### config.mk
export PLATFORM = sky130hd
export DESIGN_NAME = serv_decode_q_flat
export DESIGN_NICKNAME = d
export VERILOG_FILES = /design/src/rtl/serv_decode_pkg.sv /design/src/rtl/serv_decode_q_if.sv /design/src/rtl/serv_decode_q_dec.sv /design/src/rtl/serv_decode_q.sv /design/src/flat_wrapper.sv
export SDC_FILE = /design/constraint.sdc
export NUM_CORES = 1
export LEC_CHECK = 0
export ABC_AREA = 1
export CORE_MARGIN = 8
export CORE_UTILIZATION = 48
export CTS_BUF_LIST = sky130_fd_sc_hd__clkbuf_4
export CTS_CLUSTER_SIZE = 28
export DETAILED_ROUTE_END_ITERATION = 8
export PLACE_DENSITY = 0.86
export SLEW_MARGIN = 10
export SYNTH_ARGS = -nofsm -noshare
export SYNTH_HDL_FRONTEND = slang
export SYNTH_SLANG_ARGS = --single-unit
### constraint.sdc
create_clock -name clk -period 1.95 [get_ports clk]
set_input_delay 0.39 -clock clk [delete_from_list [all_inputs] [get_ports clk]]
set_output_delay 0.39 -clock clk [all_outputs]
set_load 0.005 [all_outputs]
### src/rtl/serv_decode_pkg.sv
`default_nettype none
// +----------------------------------------------------------------------+
// | serv_decode_pkg : RV32 opcode classes and decoded-bundle type        |
// | Revision 1.0                                                         |
// +----------------------------------------------------------------------+
package serv_decode_pkg;

  localparam logic [4:0] c_OP_LUI     = 5'b01101;
  localparam logic [4:0] c_OP_AUIPC   = 5'b00101;
  localparam logic [4:0] c_OP_JAL     = 5'b11011;
  localparam logic [4:0] c_OP_JALR    = 5'b11001;
  localparam logic [4:0] c_OP_BRANCH  = 5'b11000;
  localparam logic [4:0] c_OP_LOAD    = 5'b00000;
  localparam logic [4:0] c_OP_STORE   = 5'b01000;
  localparam logic [4:0] c_OP_OPIMM   = 5'b00100;
  localparam logic [4:0] c_OP_OP      = 5'b01100;
  localparam logic [4:0] c_OP_MISCMEM = 5'b00011;
  localparam logic [4:0] c_OP_SYSTEM  = 5'b11100;

  localparam logic [4:0] c_OP_LOADFP  = 5'b00001;
  localparam logic [4:0] c_OP_STOREFP = 5'b01001;
  localparam logic [4:0] c_OP_FMADD   = 5'b10000;
  localparam logic [4:0] c_OP_FMSUB   = 5'b10001;
  localparam logic [4:0] c_OP_FNMSUB  = 5'b10010;
  localparam logic [4:0] c_OP_FNMADD  = 5'b10011;
  localparam logic [4:0] c_OP_OPFP    = 5'b10100;

  // OP-FP funct5 values whose result lands in an integer register
  localparam logic [4:0] c_F5_FCMP    = 5'b10100;
  localparam logic [4:0] c_F5_FCVTW   = 5'b11000;
  localparam logic [4:0] c_F5_FMVXW   = 5'b11100;

  localparam logic [6:0] c_FUNCT7_MULDIV = 7'b0000001;

  typedef struct packed {
    logic [4:0] opcode;
    logic [2:0] funct3;
    logic [4:0] rd;
    logic       rd_op;
    logic       mdu_op;
    logic       fpu_op;
    logic       illegal;
  } dec_t;

  function automatic logic is_rv32i(input logic [4:0] op);
    return op inside {c_OP_LUI, c_OP_AUIPC, c_OP_JAL, c_OP_JALR, c_OP_BRANCH,
                      c_OP_LOAD, c_OP_STORE, c_OP_OPIMM, c_OP_OP, c_OP_MISCMEM,
                      c_OP_SYSTEM};
  endfunction

  function automatic logic is_fp_op(input logic [4:0] op);
    return op inside {c_OP_LOADFP, c_OP_STOREFP, c_OP_FMADD, c_OP_FMSUB,
                      c_OP_FNMSUB, c_OP_FNMADD, c_OP_OPFP};
  endfunction

  function automatic logic writes_int_rd(input logic [4:0] op);
    return op inside {c_OP_LUI, c_OP_AUIPC, c_OP_JAL, c_OP_JALR, c_OP_LOAD,
                      c_OP_OPIMM, c_OP_OP, c_OP_SYSTEM};
  endfunction

  function automatic logic is_rd_funct5(input logic [4:0] f5);
    return f5 inside {c_F5_FCMP, c_F5_FCVTW, c_F5_FMVXW};
  endfunction

endpackage
`default_nettype wire

### src/rtl/serv_decode_q_if.sv
`default_nettype none
// +----------------------------------------------------------------------+
// | serv_decode_q_if : fetch-push / decode-pop bus of the decode queue   |
// | Revision 1.0                                                         |
// +----------------------------------------------------------------------+
interface serv_decode_q_if #(
  parameter int DEPTH = 4
) ();
  logic                     i_flush;
  logic                     i_ins_valid;
  logic [31:0]              i_ins;
  logic                     o_ins_ready;
  logic                     o_dec_valid;
  logic                     i_dec_ready;
  logic [4:0]               o_opcode;
  logic [2:0]               o_funct3;
  logic [4:0]               o_rd;
  logic                     o_rd_op;
  logic                     o_mdu_op;
  logic                     o_fpu_op;
  logic                     o_illegal;
  logic [$clog2(DEPTH):0]   o_count;

  modport master (
    output i_flush, i_ins_valid, i_ins, i_dec_ready,
    input  o_ins_ready, o_dec_valid, o_opcode, o_funct3, o_rd,
           o_rd_op, o_mdu_op, o_fpu_op, o_illegal, o_count
  );

  modport slave (
    input  i_flush, i_ins_valid, i_ins, i_dec_ready,
    output o_ins_ready, o_dec_valid, o_opcode, o_funct3, o_rd,
           o_rd_op, o_mdu_op, o_fpu_op, o_illegal, o_count
  );
endinterface
`default_nettype wire

### src/rtl/serv_decode_q_dec.sv
`default_nettype none
// +----------------------------------------------------------------------+
// | serv_decode_q_dec : combinational RV32I(+M/F) instruction classifier |
// | Revision 1.0                                                         |
// +----------------------------------------------------------------------+
module serv_decode_q_dec
  import serv_decode_pkg::*;
#(
  parameter int MDU = 1,
  parameter int FPU = 1
) (
  input  logic [31:0] i_ins,
  output dec_t        o_dec
);
  logic [4:0] w_op;
  logic       w_fp;
  logic       w_muldiv_off;
  logic       w_ill;
  logic       w_unused;

  assign w_op         = i_ins[6:2];
  assign w_fp         = (FPU != 0) && is_fp_op(w_op);
  // Without the M unit a mul/div encoding is reported rather than run as ALU op
  assign w_muldiv_off = (MDU == 0) && (w_op == c_OP_OP) && (i_ins[31:25] == c_FUNCT7_MULDIV);
  assign w_ill        = (i_ins[1:0] != 2'b11) || !(is_rv32i(w_op) || w_fp) || w_muldiv_off;
  assign w_unused     = &{1'b0, i_ins[24:15]};

  always_comb begin
    o_dec         = '0;
    o_dec.opcode  = w_op;
    o_dec.funct3  = i_ins[14:12];
    o_dec.rd      = i_ins[11:7];
    o_dec.illegal = w_ill;
    o_dec.mdu_op  = !w_ill && (MDU != 0) && (w_op == c_OP_OP) && i_ins[25];
    o_dec.fpu_op  = !w_ill && w_fp;
    o_dec.rd_op   = !w_ill && (writes_int_rd(w_op) ||
                    (w_fp && (w_op == c_OP_OPFP) && is_rd_funct5(i_ins[31:27])));
  end
endmodule
`default_nettype wire

### src/rtl/serv_decode_q.sv
`default_nettype none
// +----------------------------------------------------------------------+
// | serv_decode_q : instruction queue holding pre-decoded entries        |
// | Revision 1.0                                                         |
// +----------------------------------------------------------------------+
module serv_decode_q
  import serv_decode_pkg::*;
#(
  parameter int DEPTH = 4,
  parameter int MDU   = 1,
  parameter int FPU   = 1
) (
  input  logic           clk,
  input  logic           i_rst,
  serv_decode_q_if.slave bus
);
  localparam int             c_AW   = $clog2(DEPTH);
  localparam int             c_CW   = c_AW + 1;
  localparam logic [c_CW-1:0] c_FULL = c_CW'(DEPTH);

  dec_t              r_mem [DEPTH];
  logic [c_AW-1:0]   r_wptr;
  logic [c_AW-1:0]   r_rptr;
  logic [c_CW-1:0]   r_count;
  dec_t              w_dec;
  dec_t              w_head;
  logic              w_ready;
  logic              w_valid;
  logic              w_push;
  logic              w_pop;

  serv_decode_q_dec #(
    .MDU (MDU),
    .FPU (FPU)
  ) u_dec (
    .i_ins (bus.i_ins),
    .o_dec (w_dec)
  );

  assign w_ready = (r_count != c_FULL);
  assign w_valid = (r_count != '0);
  assign w_push  = bus.i_ins_valid & w_ready & ~bus.i_flush;
  assign w_pop   = w_valid & bus.i_dec_ready & ~bus.i_flush;

  always_ff @(posedge clk) begin
    if (i_rst || bus.i_flush) begin
      r_wptr  <= '0;
      r_rptr  <= '0;
      r_count <= '0;
    end else begin
      if (w_push) r_wptr <= r_wptr + c_AW'(1);
      if (w_pop)  r_rptr <= r_rptr + c_AW'(1);
      case ({w_push, w_pop})
        2'b10:   r_count <= r_count + c_CW'(1);
        2'b01:   r_count <= r_count - c_CW'(1);
        default: r_count <= r_count;
      endcase
    end
  end

  // Storage carries no reset; only the pointers/count define what is live
  always_ff @(posedge clk) begin
    if (w_push) r_mem[r_wptr] <= w_dec;
  end

  assign w_head          = r_mem[r_rptr];
  assign bus.o_ins_ready = w_ready;
  assign bus.o_dec_valid = w_valid;
  assign bus.o_count     = r_count;
  assign bus.o_opcode    = w_head.opcode;
  assign bus.o_funct3    = w_head.funct3;
  assign bus.o_rd        = w_head.rd;
  assign bus.o_rd_op     = w_head.rd_op;
  assign bus.o_mdu_op    = w_head.mdu_op;
  assign bus.o_fpu_op    = w_head.fpu_op;
  assign bus.o_illegal   = w_head.illegal;
endmodule
`default_nettype wire

### src/flat_wrapper.sv
// flat-port wrapper written by rule: the top's interface ports become plain ports
module serv_decode_q_flat import serv_decode_pkg::*;
#(
  parameter int DEPTH = 4,
  parameter int MDU   = 1,
  parameter int FPU   = 1
)
  (clk, i_rst, bus_i_flush, bus_i_ins_valid, bus_i_ins, bus_i_dec_ready, bus_o_ins_ready, bus_o_dec_valid, bus_o_opcode, bus_o_funct3, bus_o_rd, bus_o_rd_op, bus_o_mdu_op, bus_o_fpu_op, bus_o_illegal, bus_o_count);
  serv_decode_q_if #(.DEPTH(DEPTH)) bus_i ();
  input  logic clk;
  input  logic i_rst;
  input wire logic [$bits(bus_i.i_flush)-1:0] bus_i_flush;
  input wire logic [$bits(bus_i.i_ins_valid)-1:0] bus_i_ins_valid;
  input wire logic [$bits(bus_i.i_ins)-1:0] bus_i_ins;
  input wire logic [$bits(bus_i.i_dec_ready)-1:0] bus_i_dec_ready;
  output wire logic [$bits(bus_i.o_ins_ready)-1:0] bus_o_ins_ready;
  output wire logic [$bits(bus_i.o_dec_valid)-1:0] bus_o_dec_valid;
  output wire logic [$bits(bus_i.o_opcode)-1:0] bus_o_opcode;
  output wire logic [$bits(bus_i.o_funct3)-1:0] bus_o_funct3;
  output wire logic [$bits(bus_i.o_rd)-1:0] bus_o_rd;
  output wire logic [$bits(bus_i.o_rd_op)-1:0] bus_o_rd_op;
  output wire logic [$bits(bus_i.o_mdu_op)-1:0] bus_o_mdu_op;
  output wire logic [$bits(bus_i.o_fpu_op)-1:0] bus_o_fpu_op;
  output wire logic [$bits(bus_i.o_illegal)-1:0] bus_o_illegal;
  output wire logic [$bits(bus_i.o_count)-1:0] bus_o_count;
  assign bus_i.i_flush = bus_i_flush;
  assign bus_i.i_ins_valid = bus_i_ins_valid;
  assign bus_i.i_ins = bus_i_ins;
  assign bus_i.i_dec_ready = bus_i_dec_ready;
  assign bus_o_ins_ready = bus_i.o_ins_ready;
  assign bus_o_dec_valid = bus_i.o_dec_valid;
  assign bus_o_opcode = bus_i.o_opcode;
  assign bus_o_funct3 = bus_i.o_funct3;
  assign bus_o_rd = bus_i.o_rd;
  assign bus_o_rd_op = bus_i.o_rd_op;
  assign bus_o_mdu_op = bus_i.o_mdu_op;
  assign bus_o_fpu_op = bus_i.o_fpu_op;
  assign bus_o_illegal = bus_i.o_illegal;
  assign bus_o_count = bus_i.o_count;
  serv_decode_q #(.DEPTH(DEPTH), .MDU(MDU), .FPU(FPU)) u_core (.clk(clk), .i_rst(i_rst), .bus(bus_i));
endmodule
==> metrics.log, run 1 <==
[metrics] remaining antenna violation count after routing: 0
[metrics] post-route clock skew: 0.0107 ns
[metrics] launch instance of the worst register-to-register path: u_core.bus.o_count[1]
[metrics] source-to-sink clock delay at the later pin of the worst-skew pair: 0.41 ns
[metrics] post-synthesis sequential area ratio: ~70%
[metrics] Tightest Hold Check Type: reg2reg
[metrics] overall die area: around 9400 um2
[metrics] maximum number of pins on one net before global-route repair: 19
[metrics] count of hold buffers inserted by post-cts repair: 0
[metrics] count of antenna diodes in the layout: 0
[metrics] status: finished, final reports clean
[metrics] actual transition at the worst max-transition pin: 0.402 ns
[metrics] die width: ~97 um
[metrics] type of origin of the critical path: register
[metrics] register bit total from synthesis: 77
[metrics] number of warnings printed during yosys synthesis: 0
[metrics] drt pass-1 iters: 5
[metrics] post-DR vias/cell: roughly 5.4
[metrics] wire length of the first global-routing pass: 11.4 mm
[metrics] Req. time, crit path: 1.56 ns
[metrics] unrepaired setup endpoints after global routing: true
[metrics] Starting Density: between 40% and 50%
[metrics] clock tree from TritonCTS: done
[metrics] Slew HR: 73.2%
[metrics] design area: 4190 um2
[metrics] commonest non-fill, non-tap cells in the layout: 68 x edfxtp_1, 43 x nor2_1, 30 x clkdlybuf4s50_1, 21 x buf_4, 16 x o21ai_0
[metrics] Residual DRC: 0
[metrics] post-layout worst setup margin: ~0.049 ns
[metrics] total wire length after detailed routing: 7.28 mm
[metrics] Cells after Synth: 261
[metrics] final layout net count: 386
[metrics] reported leakage power: 1.55 nW
[metrics] gpl congestion: between 0.8 and 0.9
[metrics] via count: 2283
[metrics] Fill cells: 437
[metrics] critical path start-end classification: reg2out
[metrics] ratio of cells with drive above 1 in the final layout: 29.9%
[metrics] GRT met2 Usage: between 20% and 30%
[metrics] total power density per cell area: 745 nW/um2
[metrics] Worst Min Path Start: u_core.bus.o_count[0]
[metrics] largest buffer count on any clock path: 2
[metrics] pre-CTS setup slack: -0.351 ns
[metrics] number of buffers added by the clock tree synthesis step: 9
[metrics] area inside the core boundary: 6350 um2
[metrics] post-synth design cell area: 3160 um2
[metrics] total nets after synthesis: 304
[metrics] maximum clock frequency: 526 MHz
[metrics] via count of the first global-routing pass: between 2000 and 2500
[metrics] Final setup viols: 0
[metrics] Setup TNS: 0 ns
[metrics] detailed placement HPWL: 4.73 mm
[metrics] max-cap violation count: 0
[metrics] crit path capture type: primary output
[metrics] Area growth syn-to-layout: 32.3%
[metrics] gr busiest metal: met2
[metrics] DRC marker count from the first detailed-route iteration: 98
[metrics] number of distinct library cell variants in the gate-level netlist after synthesis: 25
[metrics] area of placed instances: 3910 um2
[metrics] endpoint arrival time on the critical path: 1.51 ns
[metrics] initial antenna violation count: 0
[metrics] wire length per cell after detailed routing: 17.1 um
[metrics] Peak VDD IR: roughly 680 uV
[metrics] GRT Total Usage: 15.1%
[metrics] most common library cell in the layout ignoring fill and taps: edfxtp_1
[metrics] H-tree levels: 3
[metrics] Root Driver: clkbuf_4
[metrics] Final period util: 97.5%
[metrics] minimum clock period after layout: ~1.9 ns
[metrics] Hold Violations, Final: 0
[metrics] count of buffers from port buffering: 47
[metrics] average cell area after synthesis: 12.1 um2
[metrics] M3 GR Usage: 4.98%
[metrics] die height: 97.2 um
[metrics] row cnt: 29
[metrics] worst-path fanout max: 6
[metrics] Clock Pin Slew Worst Setup and Hold Paths: 0.12 ns
[metrics] number of top-level design ports: 59
[metrics] leftover overflow at the end of global routing: 0
[metrics] clock sink total: a little under 80
[metrics] GR Util met1: 16.5%
[metrics] final max-slew violation count: 0
-- registers in the layout, indices dropped and copies added (netlist names), named ones only --
| register | cells |
|---|---|
| u_core.r_wptr | 2 |
| u_core.r_rptr | 2 |
| u_core.bus.o_count | 3 |
| u_core.r_mem | 68 |
-- worst max-delay path, cell delays in order, from the launching register on --
cell and delay, ns:
dfxtp_4 0.41, inv_4 0.06, buf_6 0.12, buf_8 0.13, o21ai_1 0.16, o22ai_2 0.09, buf_2 0.14
-- layout make-up --
class | instances | area [um2] | area share, %
clock buffer | 9 | 67.6 | 1.61
timing repair buffer | 80 | 726 | 17.3
multi-input combinational | 154 | 891 | 21.3
inverter | 21 | 83.8 | 2.00
sequential | 77 | 2230 | 53.3
tap | 77 | 96.3 | 2.30
clock inverter | 7 | 90.1 | 2.15
-- Yosys cell counts (all sizes together) --
cell type / n / share of area (%)
nor2: 49 / 6.3
xor2: 1 / 0.28
clkbuf: 1 / 0.16
dfxtp: 9 / 5.7
nor3: 1 / 0.16
fa: 1 / 0.63
nand2: 17 / 2.3
edfxtp: 68 / 65
nand4: 3 / 0.59
o211ai: 1 / 0.24
o21ai: 42 / 6.8
o22ai: 17 / 3.4
buf: 8 / 1.4
nand3: 6 / 1.4
a21oi: 11 / 1.7
ha: 5 / 2.0
inv: 21 / 2.5
-- stage by stage --
stage / total power, mW / cells / utilization [%] / hold slack, ns
final: 3.12 / 425 / 66.0 / 0.506
after global placement: 2.09 / 403 / 61.6 / 0.482
after global routing: 3.24 / 425 / 66.0 / 0.529
after CTS: 3.12 / 424 / 65.0 / 0.504
after detailed placement: 2.10 / 403 / 61.6 / 0.485
after floorplan: 1.94 / 261 / - / 0.469
-- layer usage --
metal	wire [um]	vias to the layer above
met5	0	-
met4	184	0
met3	459	18
met2	3670	83
met1	2960	1080
li1	-	1102
-- path summary, 6_finish.rpt --
| path | to | slack (ns) | cells after the start |
|---|---|---|---|
| setup / recovery | bus_o_rd_op | 0.05 | 6 |
| hold / removal | u_core.bus.o_count[0] | 0.51 | 2 |
| setup reg to reg | u_core.bus.o_count[2] | 0.17 | 12 |
| hold reg to reg | u_core.bus.o_count[0] | 0.51 | 2 |
-- repair_timing --
item,CTS,global route
pin swaps,5,9
setup buffers,5,1
cloned,0,1
gates resized for setup,70,55
setup endpoints to repair,17,18
-- kinds of logic after synthesis --
logic type	synth area share, %
flip-flops	70.2
AO/OA/AOI/OAI	12.1
XOR/XNOR	0.277
adder cells (fa/ha/maj)	2.61
AND/OR/NAND/NOR	10.7
buffers and inverters	4.07
-- report_power, final --
group / total, mW / internal, mW / switching (mW)
logic: 0.229 / 0.115 / 0.114
registers: 1.83 / 1.82 / 0.0111
clock network: 1.06 / 0.514 / 0.551
Power figures use the tool's default switching activity.
==> inputs of run 2 (changes only) <==
--- a/config.mk
+++ b/config.mk
@@ -7,12 +7,13 @@
 export LEC_CHECK = 0
 export ABC_AREA = 1
 export CORE_MARGIN = 8
-export CORE_UTILIZATION = 48
+export CORE_UTILIZATION = 49
 export CTS_BUF_LIST = sky130_fd_sc_hd__clkbuf_4
 export CTS_CLUSTER_SIZE = 28
 export DETAILED_ROUTE_END_ITERATION = 8
-export PLACE_DENSITY = 0.86
+export PLACE_DENSITY = 0.87
 export SLEW_MARGIN = 10
 export SYNTH_ARGS = -nofsm -noshare
 export SYNTH_HDL_FRONTEND = slang
+export SYNTH_HIERARCHICAL = 1
 export SYNTH_SLANG_ARGS = --single-unit
==> metrics.log, run 2 <==
[metrics] total nets after synthesis: 340 (+12%)
[metrics] minimum clock period after layout: 1.93 ns (+0.0298 ns)
[metrics] Slew HR: 76.0% (+2.8 points)
[metrics] reported leakage power: 1.63 nW (+5.1%)
[metrics] wire length per cell after detailed routing: 15.5 um (-9.6%)
[metrics] post-route clock skew: 0.0103 ns (-0.000397 ns)
[metrics] number of distinct library cell variants in the gate-level netlist after synthesis: 28 (+12%)
[metrics] die height: 99.6 um (+2.5%)
[metrics] Final period util: 99.0% (+1.5 points)
[metrics] max-cap violation count: 0 (unchanged)
[metrics] number of top-level design ports: 59 (unchanged)
[metrics] Clock Pin Slew Worst Setup and Hold Paths: 0.11 ns (about the same)
[metrics] Residual DRC: 0 (unchanged)
[metrics] average cell area after synthesis: 11.5 um2 (-4.9%)
[metrics] number of cells on the worst reg-to-reg path: 12 (unchanged)
[metrics] gpl congestion: 0.854 (+2.4%)
[metrics] clock tree from TritonCTS: done
[metrics] via count: 2348 (+2.8%)
[metrics] fraction of synthesis flops using an asynchronous set or reset pin: 0% (unchanged)
[metrics] top cell types by occurrence after synthesis: 68 x edfxtp_1, 58 x nor2_1, 24 x nand2_1
[metrics] die width: 99.6 um (+2.5%)
[metrics] clock sink total: 77 (unchanged)
[metrics] unrepaired setup endpoints after global routing: true
[metrics] type of origin of the critical path: register
[metrics] Area growth syn-to-layout: 25.2%
[metrics] post-synth design cell area: 3430 um2 (+8.3%)
[metrics] GRT Total Usage: 14.9% (-0.19 points)
[metrics] register with the most flip-flops: u_core/r_mem
[metrics] Critical Path Most Common Cell: buf_12
[metrics] leftover overflow at the end of global routing: 0 (unchanged)
[metrics] wire length of the first global-routing pass: 11.6 mm (+1.4%)
[metrics] Hold Violations, Final: 0 (unchanged)
[metrics] predominant post-synthesis flop cell: edfxtp_1
[metrics] post-synthesis sequential area ratio: 64.9% (-5.4 points)
[metrics] count of hold buffers inserted by post-cts repair: 0 (unchanged)
[metrics] count of buffers from port buffering: 47 (unchanged)
[metrics] share of the synthesized area in the top cell type: 59.6% (-4.9 points)
[metrics] post-DR vias/cell: 5.07 (-5.6%)
[metrics] initial antenna violation count: 0 (unchanged)
[metrics] detailed placement HPWL: 4.75 mm (+0.39%)
[metrics] drt pass-1 iters: 4 (-1)
[metrics] via count of the first global-routing pass: 2369 (+1.8%)
[metrics] largest buffer count on any clock path: 2 (unchanged)
[metrics] register bit total from synthesis: 77 (unchanged)
[metrics] Req. time, crit path: 1.56 ns (about the same)
[metrics] Root Driver: clkbuf_4
[metrics] endpoint arrival time on the critical path: 1.54 ns (+0.03 ns)
[metrics] Peak VDD IR: 412 uV (-39%)
[metrics] Tightest Hold Check Type: reg2reg
[metrics] total power density per cell area: 717 nW/um2 (-3.8%)
[metrics] ratio of cells with drive above 1 in the final layout: 25.9% (-4.0 points)
[metrics] actual transition at the worst max-transition pin: 0.358 ns (-0.0440 ns)
[metrics] number of buffers added by the clock tree synthesis step: 9 (unchanged)
[metrics] number of enable-type register cells in the synthesized netlist: 68 (unchanged)
[metrics] power consumption: 3.07 mW (-1.5%)
[metrics] Hold Slack: 0.494 ns (-0.0112 ns)
[metrics] final layout net count: 405 (+4.9%)
[metrics] maximum number of pins on one net before global-route repair: 18 (-1)
[metrics] critical path start-end classification: reg2out
[metrics] count of antenna diodes in the layout: 0 (unchanged)
[metrics] Final setup viols: 0 (unchanged)
[metrics] overall die area: 9920 um2 (+5.1%)
[metrics] worst-path fanout max: 12 (+6)
[metrics] maximum clock frequency: 518 MHz (-1.5%)
[metrics] Fill cells: 501 (+15%)
[metrics] list of cells traversed by the critical path: buf_12 > inv_12 > buf_12 > nor2_1 > o22ai_1 > buf_2
[metrics] depth of the worst hold-timing path: 2 (unchanged)
[metrics] final max-slew violation count: 0 (unchanged)
[metrics] total wire length after detailed routing: 7.17 mm (-1.5%)
[metrics] cell type with the highest aggregate area in the netlist: edfxtp_1
[metrics] Starting Density: 50.4% (+0.59 points)
[metrics] H-tree levels: 3 (unchanged)
[metrics] remaining antenna violation count after routing: 0 (unchanged)
[metrics] Largest register FFs: 68 (unchanged)
[metrics] area inside the core boundary: 6790 um2 (+7.0%)
[metrics] Cells after Synth: 297 (+14%)
[metrics] critical-path cell with the highest stage delay: dfxtp_4
[metrics] commonest non-fill, non-tap cells in the layout: 68 x edfxtp_1, 58 x nor2_1, 30 x clkdlybuf4s50_1, 24 x nand2_1, 23 x inv_1
[metrics] leading cell type by number of instances after synthesis: edfxtp_1
[metrics] number of warnings printed during yosys synthesis: 6 (+6)
[metrics] row cnt: 30 (+3.4%)
[metrics] most common library cell in the layout ignoring fill and taps: edfxtp_1
[metrics] status: finished, final reports clean
[metrics] CP max stage delay: 0.38 ns (-0.03 ns)
[metrics] crit path capture type: primary output
[metrics] source-to-sink clock delay at the later pin of the worst-skew pair: 0.40 ns (about the same)
[metrics] biggest area contributors in the synthesized netlist: edfxtp_1 60%, nor2_1 6.4%, dfxtp_1 5.3%
[metrics] DRC marker count from the first detailed-route iteration: 115 (+17%)
[run 2: cell count changes after synthesis, moves of 8 or more]
cell	before	now
o21ai_0	39	22
buf_4	2	16
nor2_1	45	58
nand2_1	14	24
o21ai_2	1	10
inv_1	15	23
[run 2: final cells by class]
class	instances	area, um2	share of cell area, %
sequential	77	2230	52.1
inverter	27	114	2.65
clock buffer	10	75.1	1.75
clock inverter	6	77.6	1.81
tap	96	120	2.80
multi-input combinational	170	917	21.4
timing repair buffer	77	752	17.5
[run 2: logic make-up after synthesis]
| family | synth area share [%] |
|---|---|
| and+or+nand+nor | 14.0 |
| buffers and inverters | 8.73 |
| DFF | 64.9 |
| AOI/OAI and AO/OA | 10.0 |
| adders and majority gates | 2.41 |
[run 2: where the power goes]
part           switching (mW)  leakage [nW]  internal, mW  total, mW
logic                   0.112         0.851         0.117      0.230
registers             0.00939         0.696          1.81       1.82
clock network           0.503        0.0852         0.523       1.03
total                   0.625          1.63          2.45       3.07
[run 2: path summary, 6_finish.rpt]
check                                            from                    end  slack [ns]
worst max-delay path                         register        bus_o_opcode[2]        0.02
worst min-delay path                 u_core/r_rptr[1]               register        0.49
worst max register to register  u_core/bus.o_count[1]  u_core/bus.o_count[2]        0.21
worst min register to register       u_core/r_rptr[1]               register        0.49
[run 2: critical path: cells and delay by family, from the launching register on]
| family | cells | cell delay, ns |
|---|---|---|
| and+or+nand+nor | 1 | 0.05 |
| AOI/OAI and AO/OA | 1 | 0.19 |
| buffers and inverters | 4 | 0.51 |
| DFF | 1 | 0.38 |
[run 2: stage by stage]
step	TNS, ns	cells	setup slack (ns)	utilization [%]	cell area, um2
after detailed placement	-10.93	439	-0.284	60.0	4080
after floorplan	0	297	0.0750	-	3430
after global routing	-0.239	463	-0.0445	63.1	4290
final	0	463	0.0192	63.1	4290
after CTS	0	462	0.00825	62.6	4250
after global placement	-2.27	439	-0.205	60.0	4080
[run 2: repair_timing]
action                                  in CTS  in global routing
resized for setup                           78                 13
setup buffers                                7                  0
endpoints found under the hold margin        0                  0
endpoints found under the setup margin      17                 11
cloned                                       1                  1
pin swaps                                    4                  4
[run 2: routing by layer]
layer | part of all wire, % | track usage (%) | routed length (um)
met5 | 0 | 0 | 0
met1 | 40 | 16.7 | 2850
met3 | 6.1 | 3.35 | 437
met2 | 52 | 25.9 | 3760
met4 | 1.7 | 8.15 | 125
